### src/rtl/mult_seq_pkg.sv
// Shared types and sizes for the iterative shift-add multiplier.
// Build option: MULT_SIGNED_EN adds the two's-complement negate pass (NEG state).
package mult_seq_pkg;

  localparam int unsigned MULT_ITER   = 32;
  localparam int unsigned MULT_CNT_W  = 5;
  localparam int unsigned MULT_PROD_W = 64;
  localparam int unsigned MULT_OP_W   = 32;

`ifdef MULT_SIGNED_EN
  typedef enum logic [1:0] {
    ST_IDLE = 2'd0,
    ST_CALC = 2'd1,
    ST_NEG  = 2'd2,
    ST_DONE = 2'd3
  } state_e;
`else
  typedef enum logic [1:0] {
    ST_IDLE = 2'd0,
    ST_CALC = 2'd1,
    ST_DONE = 2'd3
  } state_e;
`endif

  // Magnitude of a two's-complement operand; -2^31 maps to 0x80000000 unsigned.
  function automatic logic [MULT_OP_W-1:0] mag32(input logic [MULT_OP_W-1:0] x);
    mag32 = x[MULT_OP_W-1] ? MULT_OP_W'(~x + MULT_OP_W'(1)) : x;
  endfunction

endpackage

### src/rtl/mult_seq_addercat.sv
// 64-bit ripple-carry adder shared by the multiplier sequencer.
// Ports: a_i, b_i (64) addends; cin_i carry-in; sum_c_o (64) sum; cout_c_o carry-out.
// Purely combinational, hence the _c suffix on both outputs.
module addercat
  import mult_seq_pkg::*;
(
  input  logic [MULT_PROD_W-1:0] a_i,
  input  logic [MULT_PROD_W-1:0] b_i,
  input  logic                   cin_i,
  output logic [MULT_PROD_W-1:0] sum_c_o,
  output logic                   cout_c_o
);

  logic [MULT_PROD_W:0] carry_c;

  // Bit-serial carry chain, one full adder per bit.
  always_comb begin
    carry_c    = '0;
    sum_c_o    = '0;
    carry_c[0] = cin_i;
    for (int i = 0; i < int'(MULT_PROD_W); i++) begin
      sum_c_o[i]   = a_i[i] ^ b_i[i] ^ carry_c[i];
      carry_c[i+1] = (a_i[i] & b_i[i]) | (a_i[i] & carry_c[i]) | (b_i[i] & carry_c[i]);
    end
  end

  assign cout_c_o = carry_c[MULT_PROD_W];

endmodule

### src/rtl/mult_seq.sv
// Iterative 32x32->64 shift-add multiplier: one conditional accumulate per
// multiplier bit through a single shared 64-bit ripple adder.
// Ports: clk, rst_n (async, active low); start request; a multiplicand, b multiplier;
//        busy (CALC/NEG), done (one-cycle result pulse), product (64-bit result register).
// Build option: MULT_SIGNED_EN treats a/b as two's complement and adds a NEG pass.
module mult_seq
  import mult_seq_pkg::*;
(
  input  logic                   clk,
  input  logic                   rst_n,
  input  logic                   start,
  input  logic [MULT_OP_W-1:0]   a,
  input  logic [MULT_OP_W-1:0]   b,
  output logic                   busy,
  output logic                   done,
  output logic [MULT_PROD_W-1:0] product
);

  state_e                 state_q, state_d;
  logic [MULT_PROD_W-1:0] mcand_q, mcand_d;
  logic [MULT_OP_W-1:0]   mplier_q, mplier_d;
  logic [MULT_PROD_W-1:0] acc_q, acc_d;
  logic [MULT_CNT_W-1:0]  cnt_q, cnt_d;
  logic [MULT_PROD_W-1:0] product_q, product_d;
  logic                   busy_q, busy_d;
  logic                   done_q, done_d;
`ifdef MULT_SIGNED_EN
  logic                   neg_q, neg_d;
`endif

  logic [MULT_PROD_W-1:0] add_a_c, add_b_c, add_sum_c;
  logic                   add_cin_c;
  // Carry-out cannot occur in CALC (partial sums never exceed the product); left unused.
  logic                   add_cout_unused;
  logic [MULT_OP_W-1:0]   op_a_c, op_b_c;

`ifdef MULT_SIGNED_EN
  assign op_a_c = mag32(a);
  assign op_b_c = mag32(b);
`else
  assign op_a_c = a;
  assign op_b_c = b;
`endif

  addercat u_add (
    .a_i      (add_a_c),
    .b_i      (add_b_c),
    .cin_i    (add_cin_c),
    .sum_c_o  (add_sum_c),
    .cout_c_o (add_cout_unused)
  );

  // Next-state, datapath and adder-input mux.
  always_comb begin
    state_d   = state_q;
    mcand_d   = mcand_q;
    mplier_d  = mplier_q;
    acc_d     = acc_q;
    cnt_d     = cnt_q;
    product_d = product_q;
`ifdef MULT_SIGNED_EN
    neg_d     = neg_q;
`endif
    add_a_c   = acc_q;
    add_b_c   = mplier_q[0] ? mcand_q : '0;
    add_cin_c = 1'b0;

    case (state_q)
      ST_IDLE, ST_DONE: begin
        if (start) begin
          mcand_d  = {{(MULT_PROD_W-MULT_OP_W){1'b0}}, op_a_c};
          mplier_d = op_b_c;
          acc_d    = '0;
          cnt_d    = '0;
`ifdef MULT_SIGNED_EN
          neg_d    = a[MULT_OP_W-1] ^ b[MULT_OP_W-1];
`endif
          state_d  = ST_CALC;
        end else begin
          state_d  = ST_IDLE;
        end
      end
      ST_CALC: begin
        acc_d    = add_sum_c;
        mcand_d  = mcand_q << 1;
        mplier_d = mplier_q >> 1;
        cnt_d    = cnt_q + MULT_CNT_W'(1);
        if (cnt_q == MULT_CNT_W'(MULT_ITER - 1)) begin
`ifdef MULT_SIGNED_EN
          state_d   = ST_NEG;
`else
          product_d = add_sum_c;
          state_d   = ST_DONE;
`endif
        end
      end
`ifdef MULT_SIGNED_EN
      ST_NEG: begin
        // Two's-complement negate: ~acc + 0 + carry-in.
        add_a_c   = ~acc_q;
        add_b_c   = '0;
        add_cin_c = 1'b1;
        product_d = neg_q ? add_sum_c : acc_q;
        state_d   = ST_DONE;
      end
`endif
      default: state_d = ST_IDLE;
    endcase

`ifdef MULT_SIGNED_EN
    busy_d = (state_d == ST_CALC) || (state_d == ST_NEG);
`else
    busy_d = (state_d == ST_CALC);
`endif
    done_d = (state_d == ST_DONE);
  end

  // State and datapath registers.
  always_ff @(posedge clk or negedge rst_n) begin
    if (!rst_n) begin
      state_q   <= ST_IDLE;
      mcand_q   <= '0;
      mplier_q  <= '0;
      acc_q     <= '0;
      cnt_q     <= '0;
      product_q <= '0;
      busy_q    <= 1'b0;
      done_q    <= 1'b0;
`ifdef MULT_SIGNED_EN
      neg_q     <= 1'b0;
`endif
    end else begin
      state_q   <= state_d;
      mcand_q   <= mcand_d;
      mplier_q  <= mplier_d;
      acc_q     <= acc_d;
      cnt_q     <= cnt_d;
      product_q <= product_d;
      busy_q    <= busy_d;
      done_q    <= done_d;
`ifdef MULT_SIGNED_EN
      neg_q     <= neg_d;
`endif
    end
  end

  assign busy    = busy_q;
  assign done    = done_q;
  assign product = product_q;

endmodule

### config.mk
export PLATFORM = sky130hd
export DESIGN_NAME = mult_seq
export DESIGN_NICKNAME = d
export VERILOG_FILES = /design/src/rtl/mult_seq_pkg.sv /design/src/rtl/mult_seq_addercat.sv /design/src/rtl/mult_seq.sv
export SDC_FILE = /design/constraint.sdc
export NUM_CORES = 1
export LEC_CHECK = 0
export BUFFER_PORTS_ARGS = -buffer_cell sky130_fd_sc_hd__clkbuf_2
export CORE_MARGIN = 5
export CORE_UTILIZATION = 45
export DETAILED_ROUTE_END_ITERATION = 8
export PLACE_DENSITY_LB_ADDON = 0.05
export SLEW_MARGIN = 25
export SYNTH_ARGS = -nofsm -noshare
export SYNTH_HDL_FRONTEND = slang
export SYNTH_SLANG_ARGS = --single-unit
### constraint.sdc
create_clock -name clk -period 79.9 [get_ports clk]
set_input_delay 11.985 -clock clk [delete_from_list [all_inputs] [get_ports clk]]
set_output_delay 11.985 -clock clk [all_outputs]
set_load 0.03 [all_outputs]
==> out/qor.txt, run 1 <==
period utilisation layout: 35.62%
vias per inst: 4.753
Non-Filler Instances: 1,586
Nets: 1,373
number of synthesized flops with an enable pin: 0
I/O pins: 133
worst endpoint required time: 80.31 ns
die height: 169.3 um
Hold WS: 0.4730 ns
area delta synth->final: 14.03%
total CTS buffers: 27
global route overflow: 0
Crit path arrival time: 28.87 ns
vias in the first global route: 7,931
crit path time final: 28.46 ns
H-tree levels: 1
RSZ-0062 raised after global routing: false
Max Fanout on Critical Path: 49
total power: 471.7 uW
hpwl dp: 14.32 mm
clock root buffer: clkbuf_16
Slew @ Worst Pin: 0.9500 ns
design area: 13,020 sq um
asr flop ratio synth: 100.0%
net switching power: 178.1 uW
Detailed Routing Iterations Pass 1: 4
startpoint types: flop
Min-Delay Path Class: flop to flop
via count: 7,538
synthesized flop and latch total: 233
DR WL/cell: 14.06 um
cts hold-fix bufs: 0
Relative slew margins: 36.67%
Final WS setup: 51.44 ns
layout cells sized above 1: 15.06%
commonest cells in the netlist: 323 x nand2_1, 233 x dfrtp_1, 158 x o21ai_1
# DRC: 0
clock sink count: 233
Mapped Nets: 1,278
status: completed
initial antenna violation count: 1
cells after synthesis: 1,143
port bufs: 132
CTS tree: built
Final Max Tran Viols: 0
Total GRT Usage: 16.34%
first-pass GRT wire length: 39.85 mm
Antenna Nets Post-Route: 0
Resize count post-CTS: 0
Pleak: 5.930 nW
final hold violation count: 0
Seq/Total Area, Yosys: 51.07%
share of the synthesized area in the top cell type: 51.07%
CP max stage delay: 0.54 ns
dpl cells: 1,539
DP Area: 12,150 sq um
Worst Setup SP: mplier_q[0]$_DFFE_PN0P_
postcts setup bufs: 0
setup_tns: 0 ns
dominant cell type by area after synthesis: dfrtp_1
pwr dens: 36.23 nW/um^2
clock skew: 0.01476 ns
crit end category: flop
Mean Syn Cell Area: 9.988 sq um
core area: 25,110 sq um
Worst path slowest cell: dfrtp_2
final wirelength: 22.29 mm
DIE WIDTH: 169.3 um
Synth area leaders: dfrtp_1 51%, fa_1 11%, nand2_1 11%, o21ai_1 6.9%, mux2i_1 5.4%
Most used DFF post-synth: dfrtp_1
pre-CTS setup slack: 51.27 ns
Sequential Power Share: 38.3%
Clk pwr share: 25.2%
crit path kind: flop to flop
Worst path most repeated cell: fa_1
starting density of the core: 45.47%
largest net degree at the start of global routing: 151
clock-pin slew on the worst setup and hold paths: 0.06 ns
post-synth cell types: 30
Clk Latency, worst-skew pair: 0.52 ns
Clock Path Buffers: 3
Hold Crit Start: product[27]$_DFFE_PN0P_
DR iter-0 viols: 368
Max Fclk: 35.13 MHz
Worst R2R Start: mplier_q[0]$_DFFE_PN0P_
fin util: 51.84%
die area: 28,650 sq um
Synth warnings: 0
gp weighted congestion: 0.7164
Logic pwr share: 36.5%
Switching Share: 37.75%
maxcap violations: 0
internal power: 293.6 uW
worst vdd ir: 0.01920 mV
Final setup viols: 0
reg-to-reg slack, setup: 51.44 ns
FP Rows: 58
Post-Syn Area: 11,420 sq um
most common cell in the synthesized netlist: nand2_1
[path summary, 6_finish.rpt]
check                                           end  depth (start not counted)
max                         product[63]$_DFFE_PN0P_                         72
min                         product[27]$_DFFE_PN0P_                          2
min in group asynchronous   product[47]$_DFFE_PN0P_                          1
max reg2reg                 product[63]$_DFFE_PN0P_                         72
min reg2reg                 product[27]$_DFFE_PN0P_                          2
max in group asynchronous  mplier_q[21]$_DFFE_PN0P_                          2
[kinds of logic (layout without fill, tap and decap cells)]
logic type / Yosys count / in the layout / share of synthesized area (%)
simple gates: 405 / 405 / 15.12
flops: 233 / 233 / 51.07
compound gates: 229 / 229 / 10.23
buf+inv: 142 / 254 / 6.116
fa+ha+maj: 68 / 68 / 11.53
mux: 66 / 66 / 5.929
other cells: 0 / 1 / 0
[placed cells by master, fill, tap and decap left out, drive strengths merged, types with 2 or more instances in the layout]
master,count
and2,4
clkinv,5
nor3,2
mux2i,63
and3,2
ha,6
o211ai,2
o21ai,221
clkbuf,170
nand2b,61
buf,9
fa,62
nand3,4
mux2,3
nand2,323
dfrtp,233
nand3b,4
nand4b,2
inv,68
[power by group through the flow]
stage                     Combinational [mW]  Sequential, mW  Clock (mW)
after global routing                   0.200           0.187       0.128
final                                  0.172           0.181       0.119
after global placement                 0.173           0.182           0
after CTS                              0.177           0.181       0.122
after detailed placement               0.177           0.183           0
after floorplan                        0.134           0.187           0
[final cells by class]
type,instances,area [sq um]
inverters,68,255.2
flip-flops and latches,233,5832
repair buffers,140,754.5
multi-input cells,768,4907
clock inverters,7,62.56
fillers,2383,12090
diodes,1,2.502
well taps,330,412.9
clock buffers,39,790.8
[worst max-delay path, delay by kind of cell, from the launching register on]
family / cells / cell delay, ns
and+or+nand+nor: 2 / 0.36
buffers and inverters: 5 / 0.74
adders and majority gates: 63 / 26.08
AOI/OAI and AO/OA: 2 / 0.55
DFF: 1 / 0.54
[state kept, by name, summed over array words and instances (netlist names)]
name / count
acc_q: 64
busy: 1
cnt_q: 5
done: 1
mcand_q: 64
mplier_q: 32
product: 64
state_q: 2
[metal layers]
metal	vias to the layer above	share of wire, %	GRT usage (%)
li1	3847	-	-
met1	3534	48	23.94
met2	122	44	24.96
met3	33	5.9	4.309
met4	2	1.8	3.115
met5	-	0.090	0
No activity file was read; power rests on OpenSTA's default activity.
==> run 2, diff against run 1 <==
clock period = 27.8 ns   (was 79.9 ns; I/O delays follow)
==> run 2 against run 1 <==
  * Global-route usage hardly changed
  * Final cell count did not move
  * Power grew to 2.8 times the previous value
  * Fmax is 6.7% higher
  * Combinational power increased to 2.9 times the previous value
  * Flip-flop and latch count unchanged
  * Cell area barely moved
  * Count of clock-buffer cells in the layout unchanged
  * First-iteration DRC count down 8.4%
  * Sequential power rose to 2.8 times the previous value
  * Non-clock buffer count up 4
==> out/qor.txt, run 2 (synthesized netlist as in run 1, its figures left out) <==
core area: 25,110 sq um (unchanged)
Logic pwr share: 37.7% (+1.2 points)
Relative slew margins: 38.31% (+1.6 points)
DIE WIDTH: 169.3 um (unchanged)
Pleak: 5.919 nW (-0.20%)
Sequential Power Share: 38.4% (about the same)
Antenna Nets Post-Route: 0 (unchanged)
net switching power: 511.0 uW (+190%)
gp weighted congestion: 0.7124 (-0.56%)
Detailed Routing Iterations Pass 1: 4 (unchanged)
I/O pins: 133 (unchanged)
hpwl dp: 14.40 mm (+0.55%)
via count: 7,510 (-0.37%)
Non-Filler Instances: 1,586 (unchanged)
Final Max Tran Viols: 0 (unchanged)
Crit path arrival time: 27.07 ns (-1.80 ns)
global route overflow: 0 (unchanged)
dpl cells: 1,543 (+0.26%)
Worst path slowest cell: fa_1
DP Area: 12,170 sq um (+0.14%)
Antenna Cells: 0 (-1)
vias per inst: 4.735 (-0.37%)
period utilisation layout: 95.94% (+60 points)
clock root buffer: clkbuf_16
CTS tree: built
Clk pwr share: 23.9% (-1.3 points)
final hold violation count: 0 (unchanged)
die area: 28,650 sq um (unchanged)
worst vdd ir: 0.09312 mV (+390%)
first-pass GRT wire length: 39.39 mm (-1.2%)
Min-Delay Path Class: flop to flop
Nets: 1,377 (+0.29%)
clock skew: 0.01009 ns (-0.004668 ns)
maxcap violations: 0 (unchanged)
vias in the first global route: 7,720 (-2.7%)
reg-to-reg slack, setup: 1.13 ns (-50.31 ns)
startpoint types: flop
commonest non-fill, non-tap cell in the layout: nand2_1
most frequent cells in the layout: 322 x nand2_1, 232 x dfrtp_1, 158 x o21ai_1, 131 x clkbuf_2, 68 x inv_1
area delta synth->final: 13.95% (about the same)
Clock Path Buffers: 3 (unchanged)
# DRC: 0 (unchanged)
Max Fanout on Critical Path: 2 (-96%)
internal power: 830.6 uW (+180%)
worst endpoint required time: 28.20 ns (-52.11 ns)
pre-CTS setup slack: -0.07882 ns (-51.34 ns)
FP Rows: 58 (unchanged)
port bufs: 132 (unchanged)
Slew @ Worst Pin: 0.9253 ns (-0.02462 ns)
CP max stage delay: 0.44 ns (-0.10 ns)
die height: 169.3 um (unchanged)
final wirelength: 22.41 mm (+0.52%)
initial antenna violation count: 2 (+1)
Clk Latency, worst-skew pair: 0.52 ns (about the same)
DR WL/cell: 14.13 um (+0.52%)
crit path time final: 26.67 ns (-1.790 ns)
starting density of the core: 45.47% (unchanged)
RSZ-0062 raised after global routing: false
fin util: 51.81% (about the same)
clock sink count: 233 (unchanged)
postcts setup bufs: 0 (unchanged)
Final setup viols: 0 (unchanged)
Max Fclk: 37.49 MHz (+6.7%)
Worst path most repeated cell: fa_1
total CTS buffers: 27 (unchanged)
WP buf/inv: 4 (-1)
Final WS setup: 1.128 ns (-50.31 ns)
H-tree levels: 1 (unchanged)
setup_tns: 0 ns (unchanged)
crit end category: flop
largest net degree at the start of global routing: 119 (-21%)
Total GRT Usage: 16.29% (-0.042 points)
clock-pin slew on the worst setup and hold paths: 0.06 ns (about the same)
crit path kind: flop to flop
status: completed
Top Family by Delay on Critical Path: adder cells
Switching Share: 38.09% (+0.33 points)
layout cells sized above 1: 16.32% (+1.3 points)
design area: 13,010 sq um (about the same)
pwr dens: 103.1 nW/um^2 (+180%)
DR iter-0 viols: 337 (-8.4%)
## run 2: path summary, 6_finish.rpt
path	to	start	cells past startpoint
hold reg to reg	product[42]$_DFFE_PN0P_	product[42]$_DFFE_PN0P_	2
setup reg to reg	product[63]$_DFFE_PN0P_	mcand_q[0]$_DFFE_PN0P_	71
setup / recovery	product[63]$_DFFE_PN0P_	mcand_q[0]$_DFFE_PN0P_	71
hold / removal	product[42]$_DFFE_PN0P_	product[42]$_DFFE_PN0P_	2
min in group asynchronous	product[48]$_DFFE_PN0P_	rst_n	1
max in group asynchronous	mplier_q[0]$_DFFE_PN0P_	rst_n	3
## run 2: worst reg2reg max path, delay by kind of cell (launching register included)
kind	cells	cell delay, ns
DFF	1	0.34
AOI/OAI and AO/OA	2	0.54
buffers and inverters	4	0.26
adders and majority gates	63	25.14
and+or+nand+nor	2	0.28
## run 2: per-layer routing
layer / track usage [%] / vias to the layer above / wire, um
met5: 0.3344 / - / 23
met4: 3.500 / 4 / 351
met3: 3.750 / 33 / 1259
met2: 24.45 / 117 / 9680
met1: 24.42 / 3502 / 11100
li1: - / 3854 / -
## run 2: power groups by stage
stage | clock, mW | combinational (mW) | sequential (mW)
6_report | 0.321 | 0.506 | 0.515
5_1_grt | 0.345 | 0.588 | 0.531
4_1_cts | 0.333 | 0.517 | 0.517
3_5_place_dp | 0 | 0.515 | 0.521
3_3_place_gp | 0 | 0.505 | 0.520
2_1_floorplan | 0 | 0.387 | 0.537
## run 2: final cells by class
class                   instances  area (sq um)
fillers                      2365         12100
inverters                      68         255.2
multi-input cells             768          4952
clock buffers                  39         760.7
well taps                     330         412.9
flip-flops and latches        233          5832
repair buffers                144         772.0
clock inverters                 4         23.77
## run 2: through the flow
| stage | hold slack (ns) | total power [mW] |
|---|---|---|
| after floorplan | 0.4507 | 0.9231 |
| after global placement | 0.4596 | 1.025 |
| after detailed placement | 0.4702 | 1.036 |
| after CTS | 0.4827 | 1.367 |
| after global routing | 0.4986 | 1.465 |
| final | 0.4746 | 1.342 |
## run 2: what timing repair did
action / CTS / global route
endpoints found under the setup margin: 3 / 6
resized for setup: 4 / 14
hold buffers: 0 / 0
